`config.mk`:
```
export PLATFORM = sky130hd
export DESIGN_NAME = booth_mul_arbiter
export DESIGN_NICKNAME = d
export VERILOG_FILES = /design/src/rtl/booth_mul_arbiter.sv
export SDC_FILE = /design/constraint.sdc
export NUM_CORES = 1
export LEC_CHECK = 0
export BUFFER_PORTS_ARGS = -buffer_cell sky130_fd_sc_hd__buf_2
export CORE_AREA = 2 2 221 223
export DETAILED_ROUTE_END_ITERATION = 8
export DIE_AREA = 0 0 223 225
export MAX_ROUTING_LAYER = met4
export PLACE_DENSITY = 0.63
export SLEW_MARGIN = 20
export SYNTH_ARGS = -nofsm -noshare
export SYNTH_HDL_FRONTEND = slang
export SYNTH_SLANG_ARGS = --single-unit
```
`constraint.sdc`:
```
create_clock -name clk -period 11.7 [get_ports clk]
set_input_delay 3.51 -clock clk [delete_from_list [all_inputs] [get_ports clk]]
set_output_delay 3.51 -clock clk [all_outputs]
set_load 0.005 [all_outputs]
```
`src/rtl/booth_mul_arbiter.sv`:
```
// booth_mul_arbiter: two requesters share one sequential radix-2 Booth multiplier
// under round-robin arbitration. Each RUN cycle performs one Booth step.
// Optional build macro BOOTH_EARLY_TERM_EN: a run ends as soon as the
// remaining multiplier bits are all copies of the current bit.
module booth_mul_arbiter #(
   parameter int unsigned WIDTH = 32,
   parameter int unsigned CNTW  = $clog2(WIDTH) + 1
) (
   input  logic                 clk,
   input  logic                 reset,
   input  logic                 req0_valid,
   output logic                 req0_ready,
   input  logic [WIDTH-1:0]     req0_a,
   input  logic [WIDTH-1:0]     req0_b,
   input  logic                 req1_valid,
   output logic                 req1_ready,
   input  logic [WIDTH-1:0]     req1_a,
   input  logic [WIDTH-1:0]     req1_b,
   output logic                 resp_valid,
   output logic                 resp_id,
   output logic [2*WIDTH-1:0]   resp_product,
   output logic [CNTW-1:0]      resp_add_ops,
   output logic [CNTW-1:0]      resp_sub_ops,
   output logic                 busy
);

   localparam int unsigned PW = 2 * WIDTH;
   localparam int unsigned IW = (WIDTH > 1) ? $clog2(WIDTH) : 1;

   typedef enum logic [1:0] {IDLE, RUN, DONE} state_t;

   state_t            state, state_next;
   logic              last_grant, cur_id;
   logic              grant0, grant1;
   logic [PW-1:0]     a_ext, acc, acc_next;
   logic [WIDTH-1:0]  b_reg;
   logic [CNTW-1:0]   step, add_cnt, sub_cnt, add_next, sub_next;
   logic              prev_bit, cur_bit, last_step;

   // Round-robin grant: a lone requester wins; on contention the one not granted last wins
   always_comb begin
      grant0 = req0_valid & (~req1_valid | last_grant);
      grant1 = req1_valid & (~req0_valid | ~last_grant);
   end

   assign cur_bit = b_reg[step[IW-1:0]];

`ifdef BOOTH_EARLY_TERM_EN
   logic signed [WIDTH-1:0] b_rem;
   // Remaining multiplier bits all equal to B[i] means every later step is a no-op
   assign b_rem     = $signed(b_reg) >>> step[IW-1:0];
   assign last_step = (step == CNTW'(WIDTH - 1)) || (b_rem == '0) || (b_rem == '1);
`else
   assign last_step = (step == CNTW'(WIDTH - 1));
`endif

   assign resp_valid = (state == DONE);
   assign busy       = (state != IDLE);

   // State register
   always_ff @(posedge clk) begin
      if (reset) state <= IDLE;
      else       state <= state_next;
   end

   // Next state, handshake and Booth step arithmetic
   always_comb begin
      state_next = state;
      req0_ready = 1'b0;
      req1_ready = 1'b0;
      acc_next   = acc;
      add_next   = add_cnt;
      sub_next   = sub_cnt;
      case (state)
         IDLE: begin
            req0_ready = grant0;
            req1_ready = grant1;
            if (grant0 | grant1) state_next = RUN;
         end
         RUN: begin
            case ({cur_bit, prev_bit})
               2'b10: begin
                  acc_next = acc - (a_ext << step);
                  sub_next = sub_cnt + CNTW'(1);
               end
               2'b01: begin
                  acc_next = acc + (a_ext << step);
                  add_next = add_cnt + CNTW'(1);
               end
               default: ;
            endcase
            if (last_step) state_next = DONE;
         end
         DONE:    state_next = IDLE;
         default: state_next = IDLE;
      endcase
   end

   // Operand capture, datapath registers and result registers
   always_ff @(posedge clk) begin
      if (reset) begin
         last_grant   <= 1'b1;
         cur_id       <= 1'b0;
         a_ext        <= '0;
         b_reg        <= '0;
         acc          <= '0;
         add_cnt      <= '0;
         sub_cnt      <= '0;
         step         <= '0;
         prev_bit     <= 1'b0;
         resp_id      <= 1'b0;
         resp_product <= '0;
         resp_add_ops <= '0;
         resp_sub_ops <= '0;
      end else begin
         case (state)
            IDLE: begin
               if (req0_ready | req1_ready) begin
                  if (req1_ready) begin
                     a_ext <= {{WIDTH{req1_a[WIDTH-1]}}, req1_a};
                     b_reg <= req1_b;
                  end else begin
                     a_ext <= {{WIDTH{req0_a[WIDTH-1]}}, req0_a};
                     b_reg <= req0_b;
                  end
                  cur_id     <= req1_ready;
                  last_grant <= req1_ready;
                  acc        <= '0;
                  add_cnt    <= '0;
                  sub_cnt    <= '0;
                  step       <= '0;
                  prev_bit   <= 1'b0;
               end
            end
            RUN: begin
               acc      <= acc_next;
               add_cnt  <= add_next;
               sub_cnt  <= sub_next;
               prev_bit <= cur_bit;
               step     <= step + CNTW'(1);
               if (last_step) begin
                  resp_product <= acc_next;
                  resp_add_ops <= add_next;
                  resp_sub_ops <= sub_next;
                  resp_id      <= cur_id;
               end
            end
            default: ;
         endcase
      end
   end

endmodule

```
==> results of run 1 <==
-- stage by stage --
| step | area [µm²] | instances |
|---|---|---|
| after floorplan | 18900 | 2519 |
| after global placement | 20100 | 3173 |
| after detailed placement | 20100 | 3173 |
| after CTS | 21000 | 3222 |
| after global routing | 21000 | 3222 |
| final | 21000 | 3222 |
-- cells by family (layout without fill, tap and decap cells) --
group | after synthesis | after routing | share of synthesized area [%]
AOI/OAI and AO/OA | 775 | 775 | 27.8
xor gates and xnor gates | 122 | 122 | 5.67
adders and majority gates | 70 | 70 | 4.68
buffers and inverters | 247 | 335 | 5.53
DFF | 228 | 228 | 24.2
muxes | 130 | 130 | 10.5
and+or+nand+nor | 947 | 947 | 21.7
-- final timing paths --
| path | endpoint | cells after the start | start |
|---|---|---|---|
| worst max register to register | acc[61] | 23 | step[3] |
| worst min-delay path | resp_product[28] | 2 | resp_product[28] |
| worst min register to register | resp_product[28] | 2 | resp_product[28] |
| worst max-delay path | req0_ready | 6 | req1_valid |
-- Yosys cell counts (all sizes together), types with 41 or more instances --
library cell | n | area share, %
a21o | 51 | 2.0
nor3 | 60 | 1.6
o21ai | 127 | 3.4
mux4 | 51 | 6.1
clkbuf | 149 | 3.0
xor2 | 46 | 2.1
xnor2 | 76 | 3.5
inv | 41 | 0.82
nand3 | 60 | 1.6
ha | 69 | 4.6
buf | 55 | 1.7
a21oi | 195 | 5.2
a211oi | 72 | 2.9
mux2i | 55 | 3.0
nor2 | 366 | 7.3
nand2 | 328 | 6.5
a311oi | 80 | 3.7
dfxtp | 228 | 24
-- report_power, final --
part           switching (µW)  total [µW]  internal, µW
Sequential               63.6         883           820
Clock                     358         902           544
Combinational             799        1270           474
-- layout make-up --
class / count / area share, %
timing repair buffer: 243 / 6.19
clock inverter: 14 / 0.904
tap: 615 / 3.66
inverter: 43 / 0.767
sequential: 228 / 21.7
clock buffer: 35 / 3.59
multi-input combinational: 2044 / 63.2
-- layer usage --
metal,wire [µm],vias up,global-route usage [%],share of wire [%]
met5,0,-,-,0
met4,1760,0,7.21,2.7
met3,4080,94,2.78,6.2
met2,29500,760,41.2,45
met1,30900,9165,36.5,47
li1,-,9402,-,-
-- worst register-to-register path, cell delays in order (launching register included) --
cell and delay [ns]:
dfxtp_2 0.32, buf_4 0.74, mux4_2 0.58, a221o_1 0.39, o221ai_2 0.22, o21ai_1 0.42, o41ai_2 0.63, nand4_1 0.29
nor2b_1 0.17, nor2_1 0.06, xnor2_1 0.16, ha_1 0.38, nand2_1 0.13, or3_1 0.40, nor3_1 0.25, a21boi_0 0.23
nor3_1 0.07, buf_4 0.17, o41ai_1 0.74, nand3_1 0.30, a211oi_1 0.31, o21ai_0 0.18, a32oi_1 0.22, nor2_1 0.05
==> impl_summary.txt, run 1 <==
----------------------------------------------------
[Die]
  DIE HEIGHT ... 225 µm
  Width of the chip ... ~220 µm
  Core Box Area ... around 48000 µm²
  Row count ... 80
  Die area ... approximately 50000 µm²
  Effective utilization at floorplan ... approximately two fifths
  Total I/O pin count ... 213

[Clocking]
  Cells resized by post-CTS repair ... 0
  TritonCTS clock tree ... done
  Clock Pin Slew Worst Setup and Hold Paths ... about 0.060 ns
  Maximum buffer depth of the clock tree ... 3
  Num CTS Buffers ... 27
  Worst-Skew Late Latency ... roughly 0.58 ns
  Number of sinks handled by clock tree synthesis ... ~230
  Post-CTS Setup Repair Bufs ... 0
  Deepest level of the CTS H-tree ... 1
  Number of buffers added to fix hold violations after cts ... 0
  CTS root buf ... clkbuf_16

[Setup path]
  Worst path most repeated cell ... buf_2
  Worst path buffer plus inverter count ... 4
  Kind of cell adding the most delay to the critical path ... buffers and inverters
  Max incr delay on CP ... roughly 0.85 ns
  Worst R2R Setup Slack ... 4.16 ns
  Startpoint class of the critical path ... input pin
  Crit Path Class ... input pin to primary output
  Critical path, cell by cell ... buf_2 > nand2b_1 > nand3_2 > buf_4 > inv_2 > buf_2
  Critical path capture point type ... primary output
  Biggest fanout along the worst timing path ... 67
  Slowest cell on the critical path ... inv_2
  Worst endpoint data arrival time ... between 5 and 6 ns
  Crit path required time ... slightly above 8 ns

[Global route]
  Wire length of the first global-routing pass ... 104000 µm
  Via count of the first global-routing pass ... roughly 18000
  Total congestion overflow ... 0
  Total global routing track utilization ... roughly a quarter
  Antenna violations before repair ... 1
  Pin count of the biggest net entering global routing ... ~130

[Placed design]
  Weighted congestion reported at the end of routability-driven placement ... approximately 0.97
  Minimum setup slack after placement ... 2.90 ns
  Detailed-placement wirelength estimate ... 49400 µm
  Count of input and output buffers ... 212

[Run]
  # Max-Cap Violations ... 0

[Detailed routing]
  # DRC ... 0
  Wire length per cell ... about 20 µm
  Number of DRC violations after detailed-routing iteration 0 ... 1810
  Total Wirelength ... approximately 66000 µm
  Via count of the routed design ... approximately 19000
  Number of nets with antenna violations after routing ... 0
  Average vias per placed instance ... 6.03
  1st-pass router iterations ... 6

[Cells and area]
  Commonest cells after routing, fill and taps aside ... nor2_1 (362), nand2_1 (328), dfxtp_1 (223), buf_2 (211), a21oi_1 (194)
  Number of fillers in the final layout ... about 4800
  Largest registers ranked by flip-flop count ... acc (64), resp_product (64)
  Share of cells above drive strength 1 ... about 16%
  Layout-stage area growth over the synthesis result ... 11.6%
  ANT cells ... 0
  End-of-flow core utilization ... approximately 44%
  Most common library cell in the layout ignoring fill and taps ... nor2_1
  Layout net count ... roughly 2800
  Sequential cell area ... approximately 4600 µm²
  Multi-input gate area in the final layout ... roughly 13000 µm²

[Run status]
  Run status ... finished clean

[Yosys]
  Combined area of all synthesized cells ... approximately 19000 µm²
  Per-instance average area after synthesis ... about 7.5 µm²
  Count of state elements after synthesis ... between 200 and 250
  Number of distinct library cells after synthesis ... 94
  Synthesized net count ... 2721
  Synth warnings ... 0
  Async SR Flop Fraction ... 0%
  Count of flip-flops with a built-in enable after synthesis ... 0
  Synthesized instance count ... around 2500
  Portion of the post-synthesis area used by sequential elements ... roughly 24%
  Commonest register cell after synthesis ... dfxtp_1

[STA]
  RSZ-0062 raised after global routing ... no
  FMAX ... roughly 110 MHz
  Worst relative slew slack ... approximately a quarter
  Final clock period utilization by the worst path ... approximately three quarters
  Final Setup Violations ... 0
  Count of pins over their slew limit ... 0
  Final setup skew ... between 0.02 and 0.03 ns
  Time the worst path needs with I/O delays and setup ... approximately 8.8 ns
  Worst slew pin tran ... between 1 and 1.5 ns
  Total negative slack for setup checks ... 0 ns
  Final-layout worst hold slack ... about 0.46 ns
  Final setup margin ... about 2.9 ns
  Final-report hold violation count ... 0

[Power and ir drop]
  Leakage ... roughly 0.0083 µW
  Maximum ir drop on the vdd rail ... between 0.08 and 0.09 mV
  Power density over the cells ... approximately 150 nW/µm²
  Total Power Consumption ... 3060 µW

[Min path]
  Min-Delay Path Class ... register to register

----------------------------------------------------
(Power assumes the default switching activity.)
==> run 2: changes to the inputs <==
clock period = 8.8 ns   (was 11.7 ns; I/O delays follow)
==> run 2 against run 1 <==
Effect of this change: wire length increased by 3.8%; critical endpoint is now acc[55]; sequential cell count unchanged; critical path type is now register to register; sequential power increased by 34%.
==> impl_summary.txt, run 2 (same netlist as run 1, synthesis figures left out) <==
----------------------------------------------------
[Run status]
  Run status ... finished clean (unchanged)

[Run]
  # Max-Cap Violations ... 0 (unchanged)

[Cells and area]
  Most common library cell in the layout ignoring fill and taps ... nor2_1 (unchanged)
  Number of fillers in the final layout ... 4834 (was 4789)
  ANT cells ... 0 (unchanged)
  Layout net count ... 2803 (was 2789)
  Share of cells above drive strength 1 ... 16.1% (was 15.7%)
  Commonest cells after routing, fill and taps aside ... nor2_1 (363), nand2_1 (328), dfxtp_1 (223), buf_2 (211), a21oi_1 (194) (was nor2_1 (362), nand2_1 (328), dfxtp_1 (223), buf_2 (211), a21oi_1 (194))
  Final non-filler cell total ... 3238 (was 3222)
  Sequential cell area ... 4570 µm² (unchanged)
  Non-Filler Cell Area, Final ... 21200 µm² (was 21000 µm²)
  Multi-input gate area in the final layout ... 13300 µm² (about the same)
  Largest registers ranked by flip-flop count ... acc (64), resp_product (64) (unchanged)
  Layout-stage area growth over the synthesis result ... 12.3% (was 11.6%)

[Setup path]
  Biggest fanout along the worst timing path ... 47 (was 67)
  Critical path capture point type ... register (was primary output)
  Worst endpoint data arrival time ... 8.05 ns (was 5.27 ns)
  Startpoint class of the critical path ... register (was input pin)
  Crit path required time ... 9.27 ns (was 8.19 ns)
  Crit Path Class ... register to register (was input pin to primary output)

[STA]
  Time the worst path needs with I/O delays and setup ... ~7.6 ns
  Final setup margin ... 1.21 ns (was 2.92 ns)
  Worst slew pin tran ... 1.08 ns (was 1.11 ns)
  Final clock period utilization by the worst path ... about 86%
  Final-report hold violation count ... 0 (unchanged)
  FMAX ... 132 MHz
  Final Setup Violations ... 0 (unchanged)
  Total negative slack for setup checks ... 0 ns (unchanged)
  RSZ-0062 raised after global routing ... no (unchanged)
  Worst relative slew slack ... 27.5% (was 25.7%)
  Final setup skew ... 0.0226 ns (was 0.0271 ns)
  Count of pins over their slew limit ... 0 (unchanged)

[Power and ir drop]
  Leakage ... 0.00838 µW (was 0.00829 µW)
  Power density over the cells ... 193 nW/µm² (was 145 nW/µm²)
  Maximum ir drop on the vdd rail ... 0.138 mV (was 0.0893 mV)

[Min path]
  Min-Delay Path Class ... register to register (unchanged)

[Die]
  Width of the chip ... 223 µm (unchanged)
  Die area ... 50200 µm² (unchanged)
  Total I/O pin count ... 213 (unchanged)
  Core Box Area ... 47500 µm² (unchanged)
  Effective utilization at floorplan ... 39.7% (unchanged)
  DIE HEIGHT ... 225 µm (unchanged)
  Row count ... 80 (unchanged)

[Global route]
  Total congestion overflow ... 0 (unchanged)
  Global Route met3 Usage ... 2.87% (was 2.78%)
  Total global routing track utilization ... 27.3% (was 26.5%)
  Via count of the first global-routing pass ... 18225 (was 18190)
  Antenna violations before repair ... 0 (was 1)
  Busiest metal layer after global routing ... met2 (unchanged)
  Met1 layer usage reported by global route ... 37.1% (was 36.5%)
  GR met2 Demand/Resource ... 42.5% (was 41.2%)
  Wire length of the first global-routing pass ... 107000 µm (was 104000 µm)
  Pin count of the biggest net entering global routing ... 92 (was 128)

[Clocking]
  Number of buffers added to fix hold violations after cts ... 0 (unchanged)
  Maximum buffer depth of the clock tree ... 3 (unchanged)
  TritonCTS clock tree ... done (unchanged)
  Cells resized by post-CTS repair ... 0 (unchanged)
  Clock Pin Slew Worst Setup and Hold Paths ... 0.06 ns (about the same)
  Num CTS Buffers ... 28 (was 27)
  Worst-Skew Late Latency ... 0.58 ns (about the same)
  Deepest level of the CTS H-tree ... 1 (unchanged)
  Number of sinks handled by clock tree synthesis ... 228 (unchanged)
  CTS root buf ... clkbuf_16 (unchanged)
  Post-CTS Setup Repair Bufs ... 0 (unchanged)

[Detailed routing]
  1st-pass router iterations ... 6 (unchanged)
  Average vias per placed instance ... 6.10 (was 6.03)
  Total Wirelength ... 68700 µm (was 66200 µm)
  Number of DRC violations after detailed-routing iteration 0 ... 1867 (was 1810)
  Wire length per cell ... 21.2 µm (was 20.5 µm)
  Number of nets with antenna violations after routing ... 0 (unchanged)
  Via count of the routed design ... 19767 (was 19421)
  # DRC ... 0 (unchanged)

[Placed design]
  Detailed-placement wirelength estimate ... 51900 µm (was 49400 µm)
  Number of placed cells counting well taps ... 3186 (was 3173)
  Placed cell area ... 20200 µm² (was 20100 µm²)
  Minimum setup slack after placement ... 1.38 ns (was 2.90 ns)
  Weighted congestion reported at the end of routability-driven placement ... 1.00 (was 0.966)
  Count of input and output buffers ... 212 (unchanged)

----------------------------------------------------
## run 2: layer usage
| metal | wire [µm] | vias up |
|---|---|---|
| met5 | 0 | - |
| met4 | 2390 | 0 |
| met3 | 4710 | 128 |
| met2 | 30600 | 903 |
| met1 | 31000 | 9333 |
| li1 | - | 9403 |
## run 2: stage by stage
stage / hold WS, ns / utilization, % / total power [µW]
2_1_floorplan: 0.432 / - / 2390
3_3_place_gp: 0.458 / 42.5 / 2860
3_5_place_dp: 0.462 / 42.5 / 2870
4_1_cts: 0.470 / 44.5 / 4080
5_1_grt: 0.494 / 44.5 / 4320
6_report: 0.465 / 44.5 / 4090
## run 2: cell type report
class,count,share of cell area (%)
inverter,43,0.762
sequential,228,21.6
timing repair buffer,256,6.66
clock buffer,35,3.62
multi-input combinational,2044,62.8
tap,615,3.63
clock inverter,17,0.957
## run 2: final timing paths
| check | slack (ns) | from | cells after the start | endpoint |
|---|---|---|---|---|
| max | 1.21 | step[3] | 17 | acc[55] |
| min | 0.47 | resp_id | 2 | resp_id |
| max reg2reg | 1.21 | step[3] | 17 | acc[55] |
| min reg2reg | 0.47 | resp_id | 2 | resp_id |
## run 2: critical path, stage by stage (launching register included)
cell and delay [ns]:
dfxtp_2 0.99, inv_1 0.58, mux4_2 0.58, mux2i_1 0.32, ha_2 0.66, o21ai_0 0.38
ha_1 0.39, a211oi_1 0.45, nor4_1 0.16, o311ai_0 0.83, a21boi_0 0.22, nor3_1 0.25
o21ai_1 0.22, a21oi_1 0.43, o21ai_1 0.22, a311oi_1 0.37, xor2_1 0.14, o41ai_1 0.25
## run 2: power by group
part	internal [µW]	leakage [µW]	switching, µW
Clock	714	0.000478	492
Sequential	1090	0.00186	92.7
Combinational	633	0.00604	1070
==> run 3: changes to the inputs <==
GPL_TIMING_DRIVEN = 0   (was not set)
==> run 3 against run 2 <==
Effect of this change: sequential share of layout area down 0.61 points; total power up 3.8%; critical path depth is 10 higher; hold slack got worse by 0.014 ns; largest power group unchanged; sequential cell count unchanged; via count grew 7.6%; cell count grew 4.8%.
==> impl_summary.txt, run 3 (same netlist as run 1, synthesis figures left out) <==
----------------------------------------------------
[Clocking]
  Number of sinks handled by clock tree synthesis ... 228 (unchanged)
  Maximum buffer depth of the clock tree ... 3 (unchanged)
  CTS root buf ... clkbuf_16 (unchanged)
  Num CTS Buffers ... 27 (was 28)
  Clock Pin Slew Worst Setup and Hold Paths ... 0.06 ns (about the same)
  Deepest level of the CTS H-tree ... 1 (unchanged)
  TritonCTS clock tree ... done (unchanged)
  Worst-Skew Late Latency ... 0.59 ns (was 0.58 ns)

[Detailed routing]
  Number of DRC violations after detailed-routing iteration 0 ... 2128 (was 1867)
  # DRC ... 0 (unchanged)
  Via count of the routed design ... 21274 (was 19767)
  Total Wirelength ... 90500 µm (was 68700 µm)
  1st-pass router iterations ... 6 (unchanged)
  Wire length per cell ... 26.7 µm (was 21.2 µm)
  Number of nets with antenna violations after routing ... 0 (unchanged)
  Average vias per placed instance ... 6.27 (was 6.10)

[Setup path]
  Biggest fanout along the worst timing path ... 10 (was 47)
  Max incr delay on CP ... 0.54 ns (was 0.99 ns)
  Critical path capture point type ... register (unchanged)
  Crit Path Class ... register to register (unchanged)
  Startpoint class of the critical path ... register (unchanged)
  Worst path most repeated cell ... buf_4 (was o21ai_1)
  Reg-to-reg startpoint ... step[0] (was step[3])
  Endpoint of the worst setup timing path ... resp_product[62] (was acc[55])
  Worst R2R Setup Slack ... 0.32 ns (was 1.21 ns)
  Kind of cell adding the most delay to the critical path ... compound AO/OA/AOI/OAI gates (unchanged)
  Slowest cell on the critical path ... mux4_2 (was dfxtp_2)
  Crit path required time ... 9.17 ns (was 9.27 ns)
  Total stage count of the critical path ... 27 (was 17)
  Worst endpoint data arrival time ... 8.85 ns (was 8.05 ns)
  R2R depth ... 27 (was 17)
  Capture instance of the worst register-to-register path ... resp_product[62] (was acc[55])
  Critical path origin ... step[0] (was step[3])
  Worst path buffer plus inverter count ... 9 (was 1)

[Cells and area]
  Commonest cells after routing, fill and taps aside ... nor2_1 (365), nand2_1 (328), buf_2 (234), dfxtp_1 (227), a21oi_1 (193) (was nor2_1 (363), nand2_1 (328), dfxtp_1 (223), buf_2 (211), a21oi_1 (194))
  Number of fillers in the final layout ... 4930 (was 4834)
  Final non-filler cell total ... 3395 (was 3238)
  End-of-flow core utilization ... 45.7% (was 44.5%)
  Layout-stage area growth over the synthesis result ... 15.3% (was 12.3%)
  Non-Filler Cell Area, Final ... 21800 µm² (was 21200 µm²)
  Sequential cell area ... 4570 µm² (about the same)
  Multi-input gate area in the final layout ... 13300 µm² (about the same)
  Share of cells above drive strength 1 ... 15.0% (was 16.1%)
  Layout net count ... 2962 (was 2803)
  Largest registers ranked by flip-flop count ... acc (64), resp_product (64) (unchanged)
  Most common library cell in the layout ignoring fill and taps ... nor2_1 (unchanged)

[Global route]
  Wire length of the first global-routing pass ... 132000 µm (was 107000 µm)
  Antenna violations before repair ... 1 (was 0)
  Via count of the first global-routing pass ... 20237 (was 18225)
  Pin count of the biggest net entering global routing ... 14 (was 92)
  Total congestion overflow ... 0 (unchanged)
  Total global routing track utilization ... 36.0% (was 27.3%)

[Die]
  Row count ... 80 (unchanged)
  Core Box Area ... 47500 µm² (unchanged)
  DIE HEIGHT ... 225 µm (unchanged)
  Total I/O pin count ... 213 (unchanged)
  Effective utilization at floorplan ... 39.7% (unchanged)
  Width of the chip ... 223 µm (unchanged)
  Die area ... 50200 µm² (unchanged)

[Power and ir drop]
  Maximum ir drop on the vdd rail ... 0.144 mV (was 0.138 mV)
  Leakage ... 0.00859 µW (was 0.00838 µW)
  Power density over the cells ... 195 nW/µm² (was 193 nW/µm²)

[STA]
  Time the worst path needs with I/O delays and setup ... 8.48 ns (was 7.59 ns)
  FMAX ... 118 MHz (was 132 MHz)
  Final setup skew ... 0.0418 ns (was 0.0226 ns)
  Final setup margin ... 0.323 ns (was 1.21 ns)
  Final Setup Violations ... 0 (unchanged)
  Final-layout worst hold slack ... 0.451 ns (was 0.465 ns)
  Final clock period utilization by the worst path ... 96.3% (was 86.2%)
  Worst slew pin tran ... 1.19 ns (was 1.08 ns)
  RSZ-0062 raised after global routing ... no (unchanged)
  Final-report hold violation count ... 0 (unchanged)
  Worst relative slew slack ... 20.7% (was 27.5%)
  Count of pins over their slew limit ... 0 (unchanged)

[Placed design]
  Detailed-placement wirelength estimate ... 72500 µm (was 51900 µm)
  Count of input and output buffers ... 212 (unchanged)
  Placed cell area ... 20700 µm² (was 20200 µm²)
  Weighted congestion reported at the end of routability-driven placement ... 1.02 (was 1.00)
  Number of placed cells counting well taps ... 3346 (was 3186)
  Minimum setup slack after placement ... -2.20 ns (was 1.38 ns)

[Min path]
  Min-Delay Path Class ... register to register (unchanged)

[Run]
  # Max-Cap Violations ... 0 (unchanged)

[Run status]
  Run status ... finished clean (unchanged)

----------------------------------------------------
## run 3: worst min path at each step
stage	start	depth (start not counted)	to
6_report	resp_id	2	resp_id
5_1_grt	resp_product[24]	2	resp_product[24]
4_1_cts	resp_id	2	resp_id
3_5_place_dp	resp_id	2	resp_id
3_3_place_gp	resp_id	2	resp_id
2_1_floorplan	cur_id	2	resp_id
## run 3: worst min-delay path, cell delays in order, from the launching register on
cell and delay [ns]:
dfxtp_1 0.31, nand2_1 0.05, a21oi_1 0.05
## run 3: metrics by stage
stage,setup TNS [ns],power (µW)
global route,0,4430
finish,0,4240
global placement,-148.01,2980
floorplan,0,2390
CTS,0,4200
detailed placement,-130.83,2990
## run 3: metal layers
metal	track usage, %	vias to the layer above	share of wire, %	routed length, µm
li1	-	9731	-	-
met1	43.7	10109	41	36700
met2	58.7	1184	45	41100
met3	5.80	250	8.3	7560
met4	17.0	0	5.6	5100
met5	-	-	0	0
## run 3: what timing repair did
item                       4_1_cts  5_1_grt
hold buffers                     0        0
setup endpoints to repair      116       19
pin swaps                        1        0
cloned                           0        0
resized for setup               27        8
setup buffers                    1        0
## run 3: power by group
| part | switching, µW | total [µW] | internal [µW] |
|---|---|---|---|
| Clock | 488 | 1200 | 708 |
| Combinational | 1240 | 1890 | 651 |
| Sequential | 62.0 | 1150 | 1090 |
| Total | 1790 | 4240 | 2450 |
## run 3: layout make-up
type	count	share of cell area, %
multi-input combinational	2044	61.3
inverter	43	0.742
clock buffer	36	3.58
clock inverter	12	0.719
buffer	203	4.16
timing repair buffer	213	4.91
tap	615	3.54
antenna	1	0.0115
sequential	228	21.0
